--- src/rtl/weight_fetch_sequencer_if.sv ---
// rtl/weight_fetch_sequencer_if.sv - BRAM read port and weight stream bundle for weight_fetch_sequencer
interface weight_fetch_sequencer_if #(
    parameter int ADDR_W = 5,
    parameter int DATA_W = 16
);
    logic [ADDR_W-1:0] BRAM_ADDR;
    logic              BRAM_EN;
    logic              BRAM_WE;
    logic [DATA_W-1:0] BRAM_DI;
    logic [DATA_W-1:0] BRAM_DO;
    logic [DATA_W-1:0] W_DATA;
    logic              W_VALID;
    logic              W_LAST;
    logic              W_READY;

    modport master (
        output BRAM_ADDR, BRAM_EN, BRAM_WE, BRAM_DI,
        input  BRAM_DO,
        output W_DATA, W_VALID, W_LAST,
        input  W_READY
    );

    modport slave (
        input  BRAM_ADDR, BRAM_EN, BRAM_WE, BRAM_DI,
        output BRAM_DO,
        input  W_DATA, W_VALID, W_LAST,
        output W_READY
    );
endinterface

--- src/rtl/weight_fetch_sequencer.sv ---
// rtl/weight_fetch_sequencer.sv - streams weight BRAM words 0..DEPTH-1 through a 2-entry buffer
// Optional running checksum output enabled by WFETCH_CHECKSUM_EN.
module weight_fetch_sequencer #(
    parameter int DEPTH  = 28,
    parameter int ADDR_W = 5,
    parameter int DATA_W = 16
) (
    input  logic CLK,
    input  logic RST,
    input  logic START,
    input  logic ABORT,
    output logic BUSY,
    output logic DONE,
`ifdef WFETCH_CHECKSUM_EN
    output logic [DATA_W-1:0] CHECKSUM,
`endif
    weight_fetch_sequencer_if.master bus
);
    localparam logic [ADDR_W-1:0] LAST_ADDR = ADDR_W'(DEPTH - 1);

    typedef enum logic [1:0] {IDLE, FETCH, DRAIN} state_t;
    state_t state, state_nxt;

    logic [ADDR_W-1:0] cnt, addr_q;
    logic              en_q, pend_last, done_q, done_nxt;
    logic [DATA_W-1:0] d0, d1, d0_nxt, d1_nxt;
    logic              l0, l1, l0_nxt, l1_nxt;
    logic [1:0]        occ, occ_mid;
    logic              push, pop, issue, start_pass, kill;

    // Occupancy after this edge's push/pop decides whether one more read may be in flight.
    always_comb begin
        push       = en_q;
        pop        = (occ != 2'd0) && bus.W_READY;
        occ_mid    = occ + {1'b0, push} - {1'b0, pop};
        start_pass = (state == IDLE) && START;
        kill       = ABORT && (state != IDLE);
        issue      = start_pass || ((state == FETCH) && !ABORT && (occ_mid <= 2'd1));
    end

    // Shift toward the head on pop; the returning word lands in the first free slot.
    always_comb begin
        d0_nxt = d0;
        d1_nxt = d1;
        l0_nxt = l0;
        l1_nxt = l1;
        if (pop) begin
            d0_nxt = d1;
            l0_nxt = l1;
        end
        if (push) begin
            if (occ_mid == 2'd1) begin
                d0_nxt = bus.BRAM_DO;
                l0_nxt = pend_last;
            end else begin
                d1_nxt = bus.BRAM_DO;
                l1_nxt = pend_last;
            end
        end
    end

    always_ff @(posedge CLK or posedge RST) begin
        if (RST) state <= IDLE;
        else     state <= state_nxt;
    end

    always_comb begin
        state_nxt = state;
        done_nxt  = 1'b0;
        case (state)
            IDLE:  if (START) state_nxt = (DEPTH == 1) ? DRAIN : FETCH;
            FETCH: begin
                if (ABORT)                           state_nxt = IDLE;
                else if (issue && cnt == LAST_ADDR)  state_nxt = DRAIN;
            end
            DRAIN: begin
                if (ABORT) state_nxt = IDLE;
                else if (occ_mid == 2'd0) begin
                    state_nxt = IDLE;
                    done_nxt  = 1'b1;
                end
            end
            default: state_nxt = IDLE;
        endcase
    end

    always_comb begin
        BUSY          = (state != IDLE);
        DONE          = done_q;
        bus.BRAM_ADDR = addr_q;
        bus.BRAM_EN   = en_q;
        bus.BRAM_WE   = 1'b0;
        bus.BRAM_DI   = '0;
        bus.W_DATA    = d0;
        bus.W_VALID   = (occ != 2'd0);
        bus.W_LAST    = l0 && (occ != 2'd0);
    end

    always_ff @(posedge CLK or posedge RST) begin
        if (RST) begin
            cnt       <= '0;
            addr_q    <= '0;
            en_q      <= 1'b0;
            pend_last <= 1'b0;
            done_q    <= 1'b0;
            occ       <= 2'd0;
            d0        <= '0;
            d1        <= '0;
            l0        <= 1'b0;
            l1        <= 1'b0;
        end else begin
            done_q <= done_nxt;
            if (kill) begin
                occ       <= 2'd0;
                en_q      <= 1'b0;
                pend_last <= 1'b0;
            end else begin
                occ  <= occ_mid;
                d0   <= d0_nxt;
                d1   <= d1_nxt;
                l0   <= l0_nxt;
                l1   <= l1_nxt;
                en_q <= issue;
                if (start_pass) begin
                    addr_q    <= '0;
                    pend_last <= (DEPTH == 1);
                    cnt       <= ADDR_W'((DEPTH > 1) ? 1 : 0);
                end else if (issue) begin
                    addr_q    <= cnt;
                    pend_last <= (cnt == LAST_ADDR);
                    if (cnt != LAST_ADDR) cnt <= cnt + ADDR_W'(1);
                end
            end
        end
    end

`ifdef WFETCH_CHECKSUM_EN
    logic [DATA_W-1:0] csum;

    always_ff @(posedge CLK or posedge RST) begin
        if (RST)               csum <= '0;
        else if (start_pass)   csum <= '0;
        else if (pop && !kill) csum <= csum + d0;
    end

    assign CHECKSUM = csum;
`endif
endmodule

--- src/flat_wrapper.sv ---
// flat-port wrapper written by rule: the top's interface ports become plain ports
module weight_fetch_sequencer_flat 
#(
    parameter int DEPTH  = 28,
    parameter int ADDR_W = 5,
    parameter int DATA_W = 16
)
  (CLK, RST, START, ABORT, BUSY, DONE, bus_BRAM_ADDR, bus_BRAM_EN, bus_BRAM_WE, bus_BRAM_DI, bus_BRAM_DO, bus_W_DATA, bus_W_VALID, bus_W_LAST, bus_W_READY);
  weight_fetch_sequencer_if #(.ADDR_W(ADDR_W), .DATA_W(DATA_W)) bus_i ();
  input  logic CLK;
  input  logic RST;
  input  logic START;
  input  logic ABORT;
  output logic BUSY;
  output logic DONE;
  output wire logic [$bits(bus_i.BRAM_ADDR)-1:0] bus_BRAM_ADDR;
  output wire logic [$bits(bus_i.BRAM_EN)-1:0] bus_BRAM_EN;
  output wire logic [$bits(bus_i.BRAM_WE)-1:0] bus_BRAM_WE;
  output wire logic [$bits(bus_i.BRAM_DI)-1:0] bus_BRAM_DI;
  input wire logic [$bits(bus_i.BRAM_DO)-1:0] bus_BRAM_DO;
  output wire logic [$bits(bus_i.W_DATA)-1:0] bus_W_DATA;
  output wire logic [$bits(bus_i.W_VALID)-1:0] bus_W_VALID;
  output wire logic [$bits(bus_i.W_LAST)-1:0] bus_W_LAST;
  input wire logic [$bits(bus_i.W_READY)-1:0] bus_W_READY;
  assign bus_BRAM_ADDR = bus_i.BRAM_ADDR;
  assign bus_BRAM_EN = bus_i.BRAM_EN;
  assign bus_BRAM_WE = bus_i.BRAM_WE;
  assign bus_BRAM_DI = bus_i.BRAM_DI;
  assign bus_i.BRAM_DO = bus_BRAM_DO;
  assign bus_W_DATA = bus_i.W_DATA;
  assign bus_W_VALID = bus_i.W_VALID;
  assign bus_W_LAST = bus_i.W_LAST;
  assign bus_i.W_READY = bus_W_READY;
  weight_fetch_sequencer #(.DEPTH(DEPTH), .ADDR_W(ADDR_W), .DATA_W(DATA_W)) u_core (.CLK(CLK), .RST(RST), .START(START), .ABORT(ABORT), .BUSY(BUSY), .DONE(DONE), .bus(bus_i));
endmodule
--- config.mk ---
export PLATFORM = sky130hd
export DESIGN_NAME = weight_fetch_sequencer_flat
export DESIGN_NICKNAME = d
export VERILOG_FILES = /design/src/rtl/weight_fetch_sequencer_if.sv /design/src/rtl/weight_fetch_sequencer.sv /design/src/flat_wrapper.sv
export SDC_FILE = /design/constraint.sdc
export NUM_CORES = 1
export LEC_CHECK = 0
export CORE_ASPECT_RATIO = 1.1
export CORE_MARGIN = 1.5
export CORE_UTILIZATION = 45
export DETAILED_ROUTE_END_ITERATION = 10
export HOLD_SLACK_MARGIN = 0.15
export PLACE_DENSITY = 0.74
export SLEW_MARGIN = 15
export SYNTH_ARGS = -nofsm -noshare
export SYNTH_HDL_FRONTEND = slang
export SYNTH_SLANG_ARGS = --single-unit
--- constraint.sdc ---
create_clock -name CLK -period 4.3 [get_ports CLK]
set_input_delay 0.645 -clock CLK [delete_from_list [all_inputs] [get_ports CLK]]
set_output_delay 0.645 -clock CLK [all_outputs]
set_load 0.01 [all_outputs]
==> run_results.csv <==
group,metric,value,unit
timing,setup_viol,0,
floorplan,die_w,78.75,um
global_route,antenna_found_initial,0,
setup_path,start_kind,"input pin",
setup_path,crit_type,"in -> reg",
placement,pre_cts_slack,0.9501,ns
global_route,grt_first_pass_wirelength,10.96,mm
setup_path,cp-endpoint,"u_core.bus.W_DATA[11]$_DFFE_PP0N_",
floorplan,die_area,0.006798,sq mm
synth,syn_area,0.002840,sq mm
floorplan,start_util,0.4642,
clocking,h-tree-depth,2,
placement,place_area,0.003287,sq mm
timing,max_freq,324.9,MHz
clocking,post_cts_buffers,0,
global_route,gr-total-overflow,0,
setup_path,r2r_start,"u_core.occ[1]$_DFF_PP0_",
setup_path,critical_path_required,4.54,ns
finish,drive_gt1_frac,0.1405,
placement,hpwl,4.136,mm
power,p_leak,1.541,nW
clocking,cts_buffers,5,
synth,syn_avg_cell_area,10.72,sq um
route,drc,0,
route,post_drt_via_cell_ratio,6.103,
clocking,clk_pin_slew,0.09,ns
setup_path,crit_start,"bus_W_READY",
synth,postSynthRegisterBits,51,
route,wl,6.777,mm
floorplan,boundaryPins,64,
synth,synth_cell_types,35,
route,dr.pass1.iters,4,
floorplan,fp-row-count,30,
global_route,track_usage,0.2062,
route,num_vias,2313,
min_path,hold_path_class,"reg -> reg",
finish,seq_area,0.001276,sq mm
power,power.density,727.3,mW/mm^2
synth,synthCells,265,
route,drt-initial-drc-count,186,
clocking,cts.path.max_buffers,2,
finish,diodes,0,
clocking,clock_sinks,51,
timing,period_needed,3.078,ns
placement,routabilityCongestion,0.7656,
setup_path,worstRegToRegCells,10,
clocking,cts_tree,"built",
timing,worst_pin_slew,0.9658,ns
setup_path,rrSetupSlack,1.46,ns
synth,synth_seq_area_share,0.4493,
clocking,ctsHoldBuffers,0,
finish,finalNetCount,322,
run,drv_cap,0,
timing,fin_skew,0.008917,ns
outcome,status,"finished, final reports clean",
finish,utilization,0.5597,
timing,relSlewSlack,0.3547,
floorplan,coreArea,0.006118,sq mm
clocking,cts_resized,0,
finish,fillers,551,
synth,ys_warn_count,0,
route,final_antenna_net_count,0,
finish,multi_input_area,0.001371,sq mm
route,wl_per_cell,17.88,um
setup_path,crit-reg2reg-capture,"u_core.bus.W_DATA[11]$_DFFE_PP0N_",
floorplan,die_y,86.33,um
clocking,cts_root_buf,"clkbuf_8",
timing,hold_viol,0,
setup_path,end_kind,"register",
placement,io_buffer_count,46,
timing,setup_ws,1.222,ns
timing,rsz0062_at_grt,"no",
global_route,first_global_vias,2246,
timing,slew_viol_final,0,
timing,fin_crit_sh,0.7158,
finish,syn_to_final_growth,20.57,%
finish,stdcell_area,0.003425,sq mm
clocking,insertion_delay,0.31,ns
global_route,grt_max_degree,52,
power,max-vdd-ir-drop,0.3755,mV
timing,tns,0,ns
setup_path,cp.arrival,3.32,ns
setup_path,critPathMaxFanout,27,
-- final cells by class --
type	instances	share of cell area
Multi-Input combinational cell	181	0.4004
Sequential cell	51	0.3727
Timing Repair Buffer	54	0.1520
Tap cell	80	0.02923
Clock buffer	5	0.02010
Clock inverter	3	0.01973
Inverter	5	0.005846
-- worst min-delay path by stage --
stage	end	cells after the start	from	slack, ns
2_1_floorplan	u_core.d1[1]$_DFFE_PP0P_	1	u_core.d1[1]$_DFFE_PP0P_	0.48
6_report	u_core.d1[0]$_DFFE_PP0P_	1	u_core.d1[0]$_DFFE_PP0P_	0.52
3_3_place_gp	u_core.d1[8]$_DFFE_PP0P_	1	u_core.d1[8]$_DFFE_PP0P_	0.49
5_1_grt	u_core.d1[8]$_DFFE_PP0P_	1	u_core.d1[8]$_DFFE_PP0P_	0.54
3_5_place_dp	u_core.d1[0]$_DFFE_PP0P_	1	u_core.d1[0]$_DFFE_PP0P_	0.50
4_1_cts	u_core.d1[0]$_DFFE_PP0P_	1	u_core.d1[0]$_DFFE_PP0P_	0.52
-- worst max-delay path, cell delays in order --
cell,delay [ns]
clkdlybuf4s50_1,0.40
o21ai_1,0.11
clkinv_1,0.08
buf_4,0.20
ha_1,0.29
inv_1,0.04
ha_1,0.19
xor3_1,0.68
buf_4,0.40
o2111ai_1,0.17
nand3_1,0.12
-- cells in the mapped netlist --
library cell,instances,share of area
or4_1,2,0.0053
inv_1,4,0.0053
ha_1,3,0.013
nand4b_1,1,0.0031
dfrtp_1,51,0.45
a41oi_1,17,0.052
o2111ai_1,17,0.052
mux2_2,17,0.067
nand2_1,5,0.0066
mux2i_1,3,0.011
o211a_1,17,0.060
conb_1,1,0.0013
clkbuf_1,25,0.033
nor3_1,1,0.0018
o31ai_1,2,0.0053
or3_1,1,0.0022
nand3_1,25,0.044
a211oi_4,1,0.0070
nand4_1,1,0.0022
and2_1,3,0.0066
or3b_2,3,0.0093
xor3_1,1,0.0084
nor2_1,3,0.0040
a21oi_1,7,0.012
buf_2,1,0.0018
o21ai_1,2,0.0035
o21ai_0,9,0.016
o21a_1,1,0.0026
o211ai_1,17,0.045
buf_6,1,0.0040
xnor3_2,1,0.0084
buf_4,17,0.045
or2_2,2,0.0044
clkinv_1,1,0.0013
nor3b_1,2,0.0053
-- sequential cells by signal, summed over array words and instances, names as in the netlist --
signal / cells
u_core.bus.W_DATA: 16
u_core.d1: 16
u_core.bus.BRAM_ADDR: 5
u_core.cnt: 5
u_core.occ: 2
u_core.state: 2
u_core.DONE: 1
u_core.bus.BRAM_EN: 1
u_core.l0: 1
u_core.l1: 1
u_core.pend_last: 1
-- metrics by stage --
step	power [mW]	hold slack, ns	cells
2_1_floorplan	1.661	0.4814	281
3_3_place_gp	2.047	0.4933	371
3_5_place_dp	2.087	0.4995	371
4_1_cts	2.489	0.5192	379
5_1_grt	2.649	0.5423	379
6_report	2.490	0.5152	379
-- layout by cell type (no fill, tap or decap), drive strengths merged --
master | Yosys | routed
and2 | 3 | 3
inv | 4 | 3
nand4b | 1 | 1
nor3 | 1 | 1
clkbuf | 25 | 5
o211a | 17 | 17
nor2 | 3 | 3
mux2 | 17 | 17
nand2 | 5 | 5
or2 | 2 | 2
mux2i | 3 | 3
nand3 | 25 | 25
clkdlybuf4s50 | 0 | 46
a21oi | 7 | 7
nor3b | 2 | 2
or3b | 3 | 3
bufinv | 0 | 2
o211ai | 17 | 17
or3 | 1 | 1
buf | 19 | 8
clkinvlp | 0 | 1
nand4 | 1 | 1
clkinv | 1 | 2
o21a | 1 | 1
o2111ai | 17 | 17
xor3 | 1 | 1
xnor3 | 1 | 1
o31ai | 2 | 2
ha | 3 | 3
a41oi | 17 | 17
or4 | 2 | 2
a211oi | 1 | 1
dfrtp | 51 | 51
conb | 1 | 17
o21ai | 11 | 11
-- per-layer routing --
layer | GRT usage | vias to the layer above | share of wire
met3 | 0.04211 | 8 | 0.043
met5 | 0 | - | 0
met2 | 0.3417 | 78 | 0.50
li1 | - | 1070 | -
met1 | 0.2680 | 1157 | 0.45
met4 | 0.07468 | 0 | 0.013
-- power by group --
group | leakage, nW | switching, mW | internal [mW]
sequential | 0.635 | 0.152 | 0.671
combinational | 0.841 | 0.717 | 0.552
clock | 0.0644 | 0.167 | 0.232
-- logic make-up after synthesis --
| group | Yosys count | synth area share |
|---|---|---|
| compound gates | 90 | 0.2564 |
| flops | 51 | 0.4493 |
| simple gates | 49 | 0.09471 |
| buf+inv | 49 | 0.09030 |
| mux | 20 | 0.07797 |
| fa+ha+maj | 3 | 0.01322 |
| xor+xnor | 2 | 0.01674 |
| other cells | 1 | 0.001320 |
(Power assumes the default switching activity.)
